File: config.mk
export PLATFORM = sky130hd
export DESIGN_NAME = sonyimx_sync_encoder
export DESIGN_NICKNAME = d
export VERILOG_FILES = /design/src/rtl/sonyimx_sync_encoder.sv
export SDC_FILE = /design/constraint.sdc
export NUM_CORES = 1
export LEC_CHECK = 0
export CAP_MARGIN = 20
export CORE_MARGIN = 2
export CORE_UTILIZATION = 40
export CTS_CLUSTER_SIZE = 20
export DETAILED_ROUTE_END_ITERATION = 6
export PLACE_DENSITY = 0.72
export SLEW_MARGIN = 20
export SYNTH_ARGS = -nofsm -noshare
export SYNTH_HDL_FRONTEND = slang
export SYNTH_SLANG_ARGS = --single-unit
export TNS_END_PERCENT = 5
File: constraint.sdc
create_clock -name clk -period 8.5 [get_ports clk]
set_input_delay 0.85 -clock clk [delete_from_list [all_inputs] [get_ports clk]]
set_output_delay 0.85 -clock clk [all_outputs]
set_load 0.005 [all_outputs]
File: src/rtl/sonyimx_sync_encoder.sv
// -----------------------------------------------------------------------------
// sonyimx_sync_encoder
//
// Purpose:
//   Turns the parallel sensor-model pixel stream (fval/lval plus a
//   DATA_WIDTH*CHANNEL_NUM pixel bus) into a Sony IMX style sync-coded stream
//   for the serializer. Every line gets a 4-word SAV code before its first
//   pixel and a 4-word EAV code after its last pixel, identically on every
//   lane. fval, lval and pixels have a fixed 4-cycle latency.
//
// Parameters:
//   DATA_WIDTH  - bits per pixel word (10 or 12)
//   CHANNEL_NUM - number of parallel lanes, one word per lane per cycle
//
// Ports:
//   clk         - parallel pixel clock (clk_para domain)
//   reset       - asynchronous, active-high; clears all state
//   i_fval      - frame valid from the sensor model
//   i_lval      - line valid from the sensor model
//   iv_pix_data - pixel words, lane k at [k*DATA_WIDTH +: DATA_WIDTH]
//   o_fval      - i_fval delayed 4 cycles
//   o_lval      - line valid delayed 4 cycles (invalid lines gated, see below)
//   ov_pix_data - coded stream: pixels, sync words or blanking (0)
//   o_sync_err  - registered 1-cycle pulse on an SAV/EAV collision or on an
//                 lval rising edge that arrives during SAV/ACTIVE
//
// Build option:
//   SONYIMX_INVALID_LINE_EN - when defined, lval pulses with i_fval=0 are
//   encoded with the invalid-line codes (V=1). When undefined, such pulses are
//   dropped at the input: no SAV/EAV, o_lval stays 0 and the data stays 0.
// -----------------------------------------------------------------------------
module sonyimx_sync_encoder #(
  parameter int DATA_WIDTH  = 12,
  parameter int CHANNEL_NUM = 4
) (
  input  logic                              clk,
  input  logic                              reset,
  input  logic                              i_fval,
  input  logic                              i_lval,
  input  logic [DATA_WIDTH*CHANNEL_NUM-1:0] iv_pix_data,
  output logic                              o_fval,
  output logic                              o_lval,
  output logic [DATA_WIDTH*CHANNEL_NUM-1:0] ov_pix_data,
  output logic                              o_sync_err
);

  localparam int BUS_W = DATA_WIDTH * CHANNEL_NUM;
  localparam int DEPTH = 4;

  localparam logic [9:0] CODE_SAV_VALID   = 10'h200;
  localparam logic [9:0] CODE_EAV_VALID   = 10'h274;
  localparam logic [9:0] CODE_SAV_INVALID = 10'h2AC;
  localparam logic [9:0] CODE_EAV_INVALID = 10'h2D8;

  typedef enum logic [1:0] {IDLE, SAV, ACTIVE, EAV} state_t;

  // Line valid as seen by the encoder. Without invalid-line support, lval
  // pulses outside the frame are removed here so that the rest of the
  // datapath never sees them.
  logic lval_in;
`ifdef SONYIMX_INVALID_LINE_EN
  assign lval_in = i_lval;
`else
  assign lval_in = i_lval & i_fval;
`endif

  // Delay lines. Index 0 is d1, index DEPTH-1 is d4. The lval line carries
  // one extra stage holding d4 from the previous cycle for falling-edge
  // detection.
  logic [DEPTH-1:0]            fval_pipe_reg;
  logic [DEPTH:0]              lval_pipe_reg;
  logic [DEPTH-1:0][BUS_W-1:0] pix_pipe_reg;

  always_ff @(posedge clk or posedge reset) begin
    if (reset) begin
      fval_pipe_reg <= '0;
      lval_pipe_reg <= '0;
      pix_pipe_reg  <= '0;
    end else begin
      fval_pipe_reg <= {fval_pipe_reg[DEPTH-2:0], i_fval};
      lval_pipe_reg <= {lval_pipe_reg[DEPTH-1:0], lval_in};
      pix_pipe_reg  <= {pix_pipe_reg[DEPTH-2:0], iv_pix_data};
    end
  end

  assign o_fval = fval_pipe_reg[DEPTH-1];
  assign o_lval = lval_pipe_reg[DEPTH-1];

  logic lval_rise;
  logic lval_d4_fall;
  assign lval_rise    = lval_in & ~lval_pipe_reg[0];
  assign lval_d4_fall = ~lval_pipe_reg[DEPTH-1] & lval_pipe_reg[DEPTH];

  // FSM state. state_reg/wc_reg name the sync word emitted in the previous
  // cycle; the word emitted now is described by state_next/wc_next.
  state_t     state_reg, state_next;
  logic [1:0] wc_reg, wc_next;
  logic       v_reg, v_next;
  logic       sync_err_reg, sync_err_next;

  always_ff @(posedge clk or posedge reset) begin
    if (reset) begin
      state_reg    <= IDLE;
      wc_reg       <= 2'd0;
      v_reg        <= 1'b0;
      sync_err_reg <= 1'b0;
    end else begin
      state_reg    <= state_next;
      wc_reg       <= wc_next;
      v_reg        <= v_next;
      sync_err_reg <= sync_err_next;
    end
  end

  assign o_sync_err = sync_err_reg;

  always_comb begin
    state_next    = state_reg;
    wc_next       = wc_reg;
    v_next        = v_reg;
    sync_err_next = 1'b0;
    if (reset) begin
      // Keeps the combinational output mux at blanking while reset is held.
      state_next = IDLE;
      wc_next    = 2'd0;
      v_next     = 1'b0;
    end else begin
      unique case (state_reg)
        IDLE: begin
          if (lval_rise) begin
            state_next = SAV;
            wc_next    = 2'd0;
            v_next     = ~i_fval;
          end
        end
        SAV: begin
          // A new line start here is illegal input: flag it, keep going.
          sync_err_next = lval_rise;
          if (wc_reg == 2'd3) begin
            state_next = ACTIVE;
            wc_next    = 2'd0;
          end else begin
            wc_next = wc_reg + 2'd1;
          end
        end
        ACTIVE: begin
          sync_err_next = lval_rise;
          if (lval_d4_fall) begin
            state_next = EAV;
            wc_next    = 2'd0;
          end
        end
        EAV: begin
          if (lval_rise) begin
            // Rise during the last EAV word is a normal back-to-back line;
            // any earlier rise cuts the EAV short.
            state_next    = SAV;
            wc_next       = 2'd0;
            v_next        = ~i_fval;
            sync_err_next = (wc_reg != 2'd3);
          end else if (wc_reg == 2'd3) begin
            state_next = IDLE;
            wc_next    = 2'd0;
          end else begin
            wc_next = wc_reg + 2'd1;
          end
        end
        default: begin
          state_next = IDLE;
          wc_next    = 2'd0;
        end
      endcase
    end
  end

  // Output words are selected from the next state rather than a registered
  // copy: with a 4-cycle pixel latency, SAV word 0 has to leave in the same
  // cycle that the lval rising edge arrives at the input.
  logic [9:0]            code10;
  logic [DATA_WIDTH-1:0] xy_word;
  logic [DATA_WIDTH-1:0] sync_word;
  logic                  emit_sync;
  logic                  emit_pix;

  always_comb begin
    code10 = CODE_SAV_VALID;
    if (state_next == EAV) begin
      code10 = v_next ? CODE_EAV_INVALID : CODE_EAV_VALID;
    end else begin
      code10 = v_next ? CODE_SAV_INVALID : CODE_SAV_VALID;
    end
  end

  // The 10-bit codes are left-aligned in wider words.
  assign xy_word = DATA_WIDTH'(code10) << (DATA_WIDTH - 10);

  always_comb begin
    sync_word = '0;
    unique case (wc_next)
      2'd0:    sync_word = '1;
      2'd3:    sync_word = xy_word;
      default: sync_word = '0;
    endcase
  end

  assign emit_sync = (state_next == SAV) || (state_next == EAV);
  assign emit_pix  = (state_next == ACTIVE) && lval_pipe_reg[DEPTH-1];

  genvar gi;
  generate
    for (gi = 0; gi < CHANNEL_NUM; gi++) begin : g_lane
      assign ov_pix_data[gi*DATA_WIDTH +: DATA_WIDTH] =
        emit_sync ? sync_word :
        emit_pix  ? pix_pipe_reg[DEPTH-1][gi*DATA_WIDTH +: DATA_WIDTH] :
                    '0;
    end
  endgenerate

endmodule

After elaboration in Yosys (flattened, before gate mapping)
Index checks and enable logic that the tools add are counted.
W data, S select, Z words.
{"block": "word_totals", "reg_bits": 207, "latch_bits": 0, "mem_bits_rw": 0, "rom_bits": 0, "out_inout_bits": 51, "n_memories": 0}
{"block": "classes", "add_sub_neg": 1, "mul": 0, "div": 0, "order_cmp": 0, "n_eq_ne": 9, "shifts": 0, "n_mux": 31, "bitwise": 6, "n_reduce_logical": 6}
{"op": "$mux W12", "n": 8}
{"op": "$mux W8", "n": 3}
{"op": "$pmux W12 S2", "n": 1}
{"op": "$mux W2", "n": 11}
{"op": "$pmux W2 S4", "n": 2}
{"op": "$eq A2 B2 Y1 const B", "n": 6}
{"op": "$mux W1", "n": 5}
{"op": "$eq A2 B1 Y1 const B", "n": 2}
{"op": "$logic_not A2 Y1", "n": 2}
{"op": "$reduce_or A2 Y1", "n": 2}
{"op": "$and A1 B1 Y1", "n": 3}
{"op": "$not A1 Y1", "n": 3}
{"op": "$add A2 B1 Y2 const B", "n": 1}
{"op": "$ne A2 B2 Y1 const B", "n": 1}
{"op": "$pmux W1 S2", "n": 1}
{"op": "$logic_and A1 B1 Y1", "n": 1}
{"op": "$logic_or A1 B1 Y1", "n": 1}

Logic depth before layout (Yosys ltp)
Gate-level depths: netlist (run 1).
{"block": "logic_depth", "word_depth": 9, "ltp_mapped": 11, "depth_no_buf": 11}

Worst setup path before layout (run 1)
No wires, ideal clock.
{"block": "synth_path", "path_kind": "input to output", "from": "in reset", "to": "out ov_pix_data[16]", "t_arrival_ps": 6554, "required_ps": 7650, "path_slack_ps": 1096, "path_stages": 6, "cell_sequence": "clkbuf_1 inv_1 o211a_1 a211oi_1 o311a_4 a21o_1"}
{"block": "synth_via", "elab_chain_cells": 5, "elab_cells_between_ends": 16}
{"element": "start: declaration", "line": "37", "source": "input logic reset,"}
{"element": "$mux W1 *", "line": "122", "source": "if (reset) begin"}
{"element": "net v_next", "line": "98", "source": "logic v_reg, v_next;"}
{"element": "$mux W8 (on tied branches)", "line": "190, 188"}
{"element": "$mux W8 *", "line": "187", "source": "if (state_next == EAV) begin"}
{"element": "$pmux W12 S2 *", "line": "199", "source": "unique case (wc_next)"}
{"element": "$mux W12 *", "line": "213", "source": "emit_sync ? sync_word :"}
{"element": "end: declaration", "line": "43", "source": "output logic [DATA_WIDTH*CHANNEL_NUM-1:0] ov_pix_data,"}
The timed path passes the listed nets; every way through them passes the cells marked *.

Worst setup path after layout (run 1)
{"block": "layout_path", "from": "in i_fval", "to": "out ov_pix_data[5]"}
{"block": "layout_via", "elab_chain_cells": 9, "elab_cells_between_ends": 27}
{"element": "start: declaration", "line": "38", "source": "input logic i_fval,"}
{"element": "$and A1 B1 Y1", "line": "64", "source": "assign lval_in = i_lval & i_fval;"}
{"element": "$and A1 B1 Y1", "line": "91", "source": "assign lval_rise = lval_in & ~lval_pipe_reg[0];"}
{"element": "$mux W2, or another cell as far along", "line": "154", "source": "if (lval_rise) begin"}
{"element": "$pmux W2 S4 / $mux W1 (equally long branches)"}
{"element": "$mux W2 / $mux W1 (equally long branches)", "line": "122"}
{"element": "$eq A2 B2 Y1, or another cell as far along", "line": "187, 206"}
{"element": "$mux W8 / $logic_and A1 B1 Y1 (equally long branches)", "line": "187, 207"}
{"element": "$pmux W12 S2 / $mux W12 (equally long branches)", "line": "199, 214"}
{"element": "$mux W12 *", "line": "213"}
Every way passes the cells marked *; elsewhere a longest branch is shown, timed or not.

==> impl_metrics.json, run 1 <==
{
  "antenna_left": 0,
  "p_sw_mw": 0.462,
  "clk_pin_slew_ns": 0.06,
  "endpoint_kind": "output pin",
  "place.gp.congestion": 0.726,
  "std_cell_rows": 45,
  "rsz0062_at_grt": "no",
  "pwr_density_cell_mw_per_mm2": 271,
  "fin_util": 0.531,
  "synth.most_common_cell": "dfrtp_1",
  "cts-root-to-sink-buffers": 3,
  "pin_count": 103,
  "synth_nets": 379,
  "finalHoldViolations": 0,
  "antenna_found_initial": 0,
  "netlist_area_sq_mm": 0.00607,
  "htree_levels": 1,
  "start_kind": "input pin",
  "synthFlopType": "dfrtp_1",
  "hpwlAfterDp_microns": 5920,
  "ys_warn_count": 0,
  "worstPathArrival_ns": 4.27,
  "drc": 0,
  "slew_violations": 0,
  "finalNetCount": 495,
  "p_leak_nw": 3.82,
  "whs_ns": 0.342,
  "yosys.area.top_type": "dfrtp_1",
  "maxSlewHeadroom": 0.442,
  "ys_seq_area_frac": 0.853,
  "setup-tns-final_ns": 0,
  "clkPwrFrac": 0.419,
  "crit_type": "in -> out",
  "cts.sinks": 207,
  "largest_reg_flops": 192,
  "grt_pass1_wl_microns": 15300,
  "dr_total_vias": 2815,
  "synth_edf_count": 0,
  "area_growth_pct": 31.5,
  "synth.distinct_cells": 34,
  "grt_max_degree": 124,
  "grt_overflow": 0,
  "drtPass1Iterations": 4,
  "finalClockSkew_ns": 0.00481,
  "fp.dieH_microns": 127,
  "io_buffers": 102,
  "grt.total_usage": 0.119,
  "drive_gt1_frac": 0.113,
  "p_int_mw": 1.71,
  "ir_worst_vdd_v": 0.000146,
  "syn_area_per_cell_sq_um": 19.0,
  "drt_iter0_markers": 85,
  "dieArea_sq_mm": 0.0162,
  "post-route-min-period_ns": 5.12,
  "wl_microns": 9440,
  "max_freq_ghz": 0.195,
  "cts_tree": "done",
  "dp_slack_ns": 3.38,
  "syn_inst": 319,
  "p_sw_frac": 0.213,
  "share_comb_of_total_power": 0.097,
  "cts.repair.resized": 0,
  "ctsHoldBuffers": 0,
  "clk_latency_ns": 0.48,
  "setup_viol": 0,
  "antennaDiodeCount": 0,
  "status": "completed",
  "yosysTopAreaCellShare": 0.853,
  "power_frac_seq": 0.484,
  "setup_ws_ns": 3.38,
  "post_cts.repair.setup_buffers": 0,
  "cap_violations": 0,
  "min_path_type": "reg -> reg",
  "cp.required_ns": 7.65,
  "wl_per_cell_microns": 14.8,
  "yosys-top-cells-count": "207 x dfrtp_1, 49 x a21o_1, 8 x ha_1",
  "grt_pass1_vias": 3074,
  "finalCritPeriodShare": 0.603,
  "start_util": 0.404,
  "core-area_sq_mm": 0.0150,
  "ys_ff_latch": 207,
  "synth_async_sr_flop_share": 1.00,
  "netlist_top_cells_area": "dfrtp_1 85%, a21o_1 6.1%, ha_1 1.6%",
  "via_per_inst": 4.41,
  "root_buffer": "clkbuf_16",
  "numCtsBuffers": 21,
  "crit_path_max_fanout": 8,
  "die_width_microns": 127,
  "tightest_slew_ns": 0.837
}
==> metal layers <==
layer  vias up  global-route usage  routed length [microns]
met1      1425               0.146                     3780
met3        25              0.0247                      503
li1       1285                   -                        -
met4         0              0.0504                      280
met2        80               0.208                     4880
met5         -                   0                        0
==> path summary, 6_finish.rpt <==
check	cells after the start	end	slack, ns	from
max in group asynchronous	3	pix_pipe_reg[13]$_DFF_PP0_	6.14	reset
hold reg to reg	0	pix_pipe_reg[77]$_DFF_PP0_	0.34	pix_pipe_reg[29]$_DFF_PP0_
min in group asynchronous	2	lval_pipe_reg[2]$_DFF_PP0_	1.18	reset
setup / recovery	11	ov_pix_data[5]	3.38	i_fval
setup reg to reg	5	state_reg[1]$_DFF_PP0_	6.85	state_reg[1]$_DFF_PP0_
hold / removal	0	pix_pipe_reg[77]$_DFF_PP0_	0.34	pix_pipe_reg[29]$_DFF_PP0_
==> power groups by stage <==
stage               Sequential, mW  Combinational, mW  Clock, mW
finish                        1.05              0.210      0.908
global route                  1.05              0.230      0.982
CTS                           1.05              0.216      0.934
detailed placement            1.07              0.215          0
global placement              1.06              0.211          0
floorplan                     1.06             0.0862          0
==> metrics by stage <==
stage               area (sq um)  total power [mW]  instances
finish                      7990              2.17        638
global route                7990              2.27        638
CTS                         7980              2.20        638
detailed placement          7270              1.28        600
global placement            7270              1.28        600
floorplan                   6070              1.15        319
==> layout by cell type (no fill, tap or decap), drive strengths merged, types with 2 or more instances in the layout <==
| cell type | n |
|---|---|
| a32oi | 2 |
| inv | 6 |
| ha | 8 |
| o21ai | 2 |
| clkdlybuf4s50 | 102 |
| or2 | 3 |
| nor2 | 3 |
| clkbuf | 25 |
| o21a | 4 |
| bufinv | 2 |
| dfrtp | 207 |
| and3b | 2 |
| clkinv | 4 |
| nor2b | 3 |
| and2 | 2 |
| a21o | 49 |
| nand3 | 2 |
| clkinvlp | 5 |
| a211oi | 2 |
| a21oi | 3 |
==> cell type report <==
class,instances,area (sq um)
inverter,4,22.5
timing repair buffer,103,1030
multi-input combinational,98,808
tap,188,235
clock buffer,25,571
sequential,207,5180
fill,1202,7050
clock inverter,13,139
==> critical path, stage by stage <==
cell and delay, ns:
clkdlybuf4s50_1 0.49, nand3b_4 0.15, a21o_1 0.15, a32oi_1 0.05
o21a_1 0.20, or2_2 0.29, ha_1 0.35, a311oi_4 0.40
nor2b_1 0.69, a21o_1 0.15, clkdlybuf4s50_1 0.50
==> cell families after synthesis <==
logic type | Yosys count | synth area share
flip-flops | 207 | 0.853
adder cells (fa/ha/maj) | 8 | 0.0165
AND/OR/NAND/NOR | 20 | 0.0225
buffers and inverters | 14 | 0.0142
AO/OA/AOI/OAI | 70 | 0.0941
(Power assumes the default switching activity.)
==> run 2, diff against run 1 <==
Settings changed: PLACE_DENSITY 0.72 to 0.74.
Clock period 8.5 ns to 4.35 ns, I/O delays scaled along.
==> run 2 against run 1 <==
  * Die area stayed put
  * Hold slack worse by 0.00081 ns
  * Critical path type is now reg -> out
  * Largest power group unchanged
  * Clock power is 92% higher
==> impl_metrics.json, run 2 (synthesis gave the netlist of run 1 again) <==
{
  "wl_microns": 9880,
  "met2_length_microns": 5200,
  "setup_viol": 0,
  "clk_latency_ns": 0.48,
  "status": "completed",
  "area_growth_pct": 32.1,
  "worstPathArrival_ns": 3.67,
  "finalHoldViolations": 0,
  "pin_count": 103,
  "start_util": 0.404,
  "grt_pass1_wl_microns": 16000,
  "cts_tree": "done",
  "ctsHoldBuffers": 0,
  "fin_util": 0.534,
  "post-route-min-period_ns": 4.11,
  "finalCritPeriodShare": 0.944,
  "maxSlewHeadroom": 0.578,
  "drtPass1Iterations": 4,
  "cts-root-to-sink-buffers": 3,
  "layout_common_cells": "207 x dfrtp_1, 102 x clkdlybuf4s50_1, 49 x a21o_1",
  "final_cell_count_no_fill": 640,
  "root_buffer": "clkbuf_16",
  "r2r_setup_slack_ns": 2.67,
  "dr_total_vias": 2836,
  "largest_reg_flops": 192,
  "crit_path_max_fanout": 9,
  "rsz0062_at_grt": "no",
  "setup-tns-final_ns": 0,
  "endpoint_kind": "output pin",
  "std_cell_rows": 45,
  "core-area_sq_mm": 0.0150,
  "post_cts.repair.setup_buffers": 0,
  "grt_max_degree": 208,
  "cts.repair.resized": 0,
  "cap_violations": 0,
  "finalClockSkew_ns": 0.00411,
  "htree_levels": 1,
  "min_path_type": "reg -> reg",
  "cts.sinks": 207,
  "dr_wl_met3_microns": 463,
  "cp.required_ns": 3.91,
  "antennaDiodeCount": 0,
  "wl_per_cell_microns": 15.4,
  "io_buffers": 102,
  "place.gp.congestion": 0.742,
  "finalNetCount": 500,
  "die_width_microns": 127,
  "top_layer_used": "met4",
  "numCtsBuffers": 22,
  "antenna_found_initial": 0,
  "layout_commonest_cell": "dfrtp_1",
  "drive_gt1_frac": 0.115,
  "ir_worst_vdd_v": 0.000309,
  "clk_pin_slew_ns": 0.06,
  "grt_pass1_vias": 3140,
  "max_freq_ghz": 0.243,
  "hpwlAfterDp_microns": 6180,
  "fp.dieH_microns": 127,
  "dieArea_sq_mm": 0.0162,
  "drc": 0,
  "grt_overflow": 0,
  "slew_violations": 0,
  "tightest_slew_ns": 0.633,
  "crit_type": "reg -> out",
  "pwr_density_cell_mw_per_mm2": 525,
  "p_leak_nw": 3.85,
  "wirelength_met1_microns": 4020,
  "via_per_inst": 4.43,
  "dpl.cell_count": 603,
  "drt_iter0_markers": 138,
  "start_kind": "flip-flop",
  "grt.total_usage": 0.126,
  "antenna_left": 0
}
==> run 2: changes by cell type in the layout (fill, tap and decap cells not counted), sizes merged <==
cell / delta
inv: -3
clkinv: +2
bufinv: -1
buf: +4
clkinvlp: -2
clkbuf: +2
==> run 2: routing by layer <==
layer,global-route usage,vias to the layer above
met1,0.157,1442
met3,0.0285,18
met2,0.219,75
li1,-,1301
met5,0,-
met4,0.0465,0
==> run 2: final timing paths <==
check | start | end | cells after the start
min reg2reg | pix_pipe_reg[100]$_DFF_PP0_ | pix_pipe_reg[148]$_DFF_PP0_ | 0
min | pix_pipe_reg[100]$_DFF_PP0_ | pix_pipe_reg[148]$_DFF_PP0_ | 0
max in group asynchronous | reset | pix_pipe_reg[55]$_DFF_PP0_ | 4
max | state_reg[0]$_DFF_PP0_ | ov_pix_data[9] | 12
min in group asynchronous | reset | lval_pipe_reg[0]$_DFF_PP0_ | 3
max reg2reg | state_reg[0]$_DFF_PP0_ | state_reg[1]$_DFF_PP0_ | 5
==> run 2: critical path, cell delays in order (launching register included) <==
cell	delay, ns
dfrtp_1	0.41
inv_1	0.14
ha_1	0.34
nand3_1	0.12
o21a_1	0.13
or2_2	0.29
ha_1	0.33
a311oi_4	0.25
buf_4	0.20
nor2b_1	0.17
buf_4	0.19
a21o_1	0.11
clkdlybuf4s50_1	0.51
==> run 2: through the flow <==
step | hold WS (ns) | area [sq um] | setup slack (ns) | total power [mW]
floorplan | 0.331 | 6100 | -0.905 | 2.25
global placement | 0.331 | 7310 | 0.481 | 2.50
detailed placement | 0.335 | 7310 | 0.410 | 2.52
CTS | 0.343 | 8000 | 0.211 | 4.28
global route | 0.345 | 8020 | 0.00302 | 4.40
finish | 0.341 | 8020 | 0.242 | 4.21
==> run 2: report_power, final <==
group	switching (mW)	total, mW	internal [mW]
clock	0.685	1.74	1.05
combinational	0.170	0.425	0.255
sequential	0.0299	2.05	2.02
==> run 2: cell type report <==
class | instances | area [sq um]
fillers | 1184 | 7010
inverters | 4 | 18.8
clock buffers | 27 | 611
flip-flops and latches | 207 | 5180
clock inverters | 9 | 78.8
well taps | 188 | 235
repair buffers | 107 | 1090
multi-input cells | 98 | 808
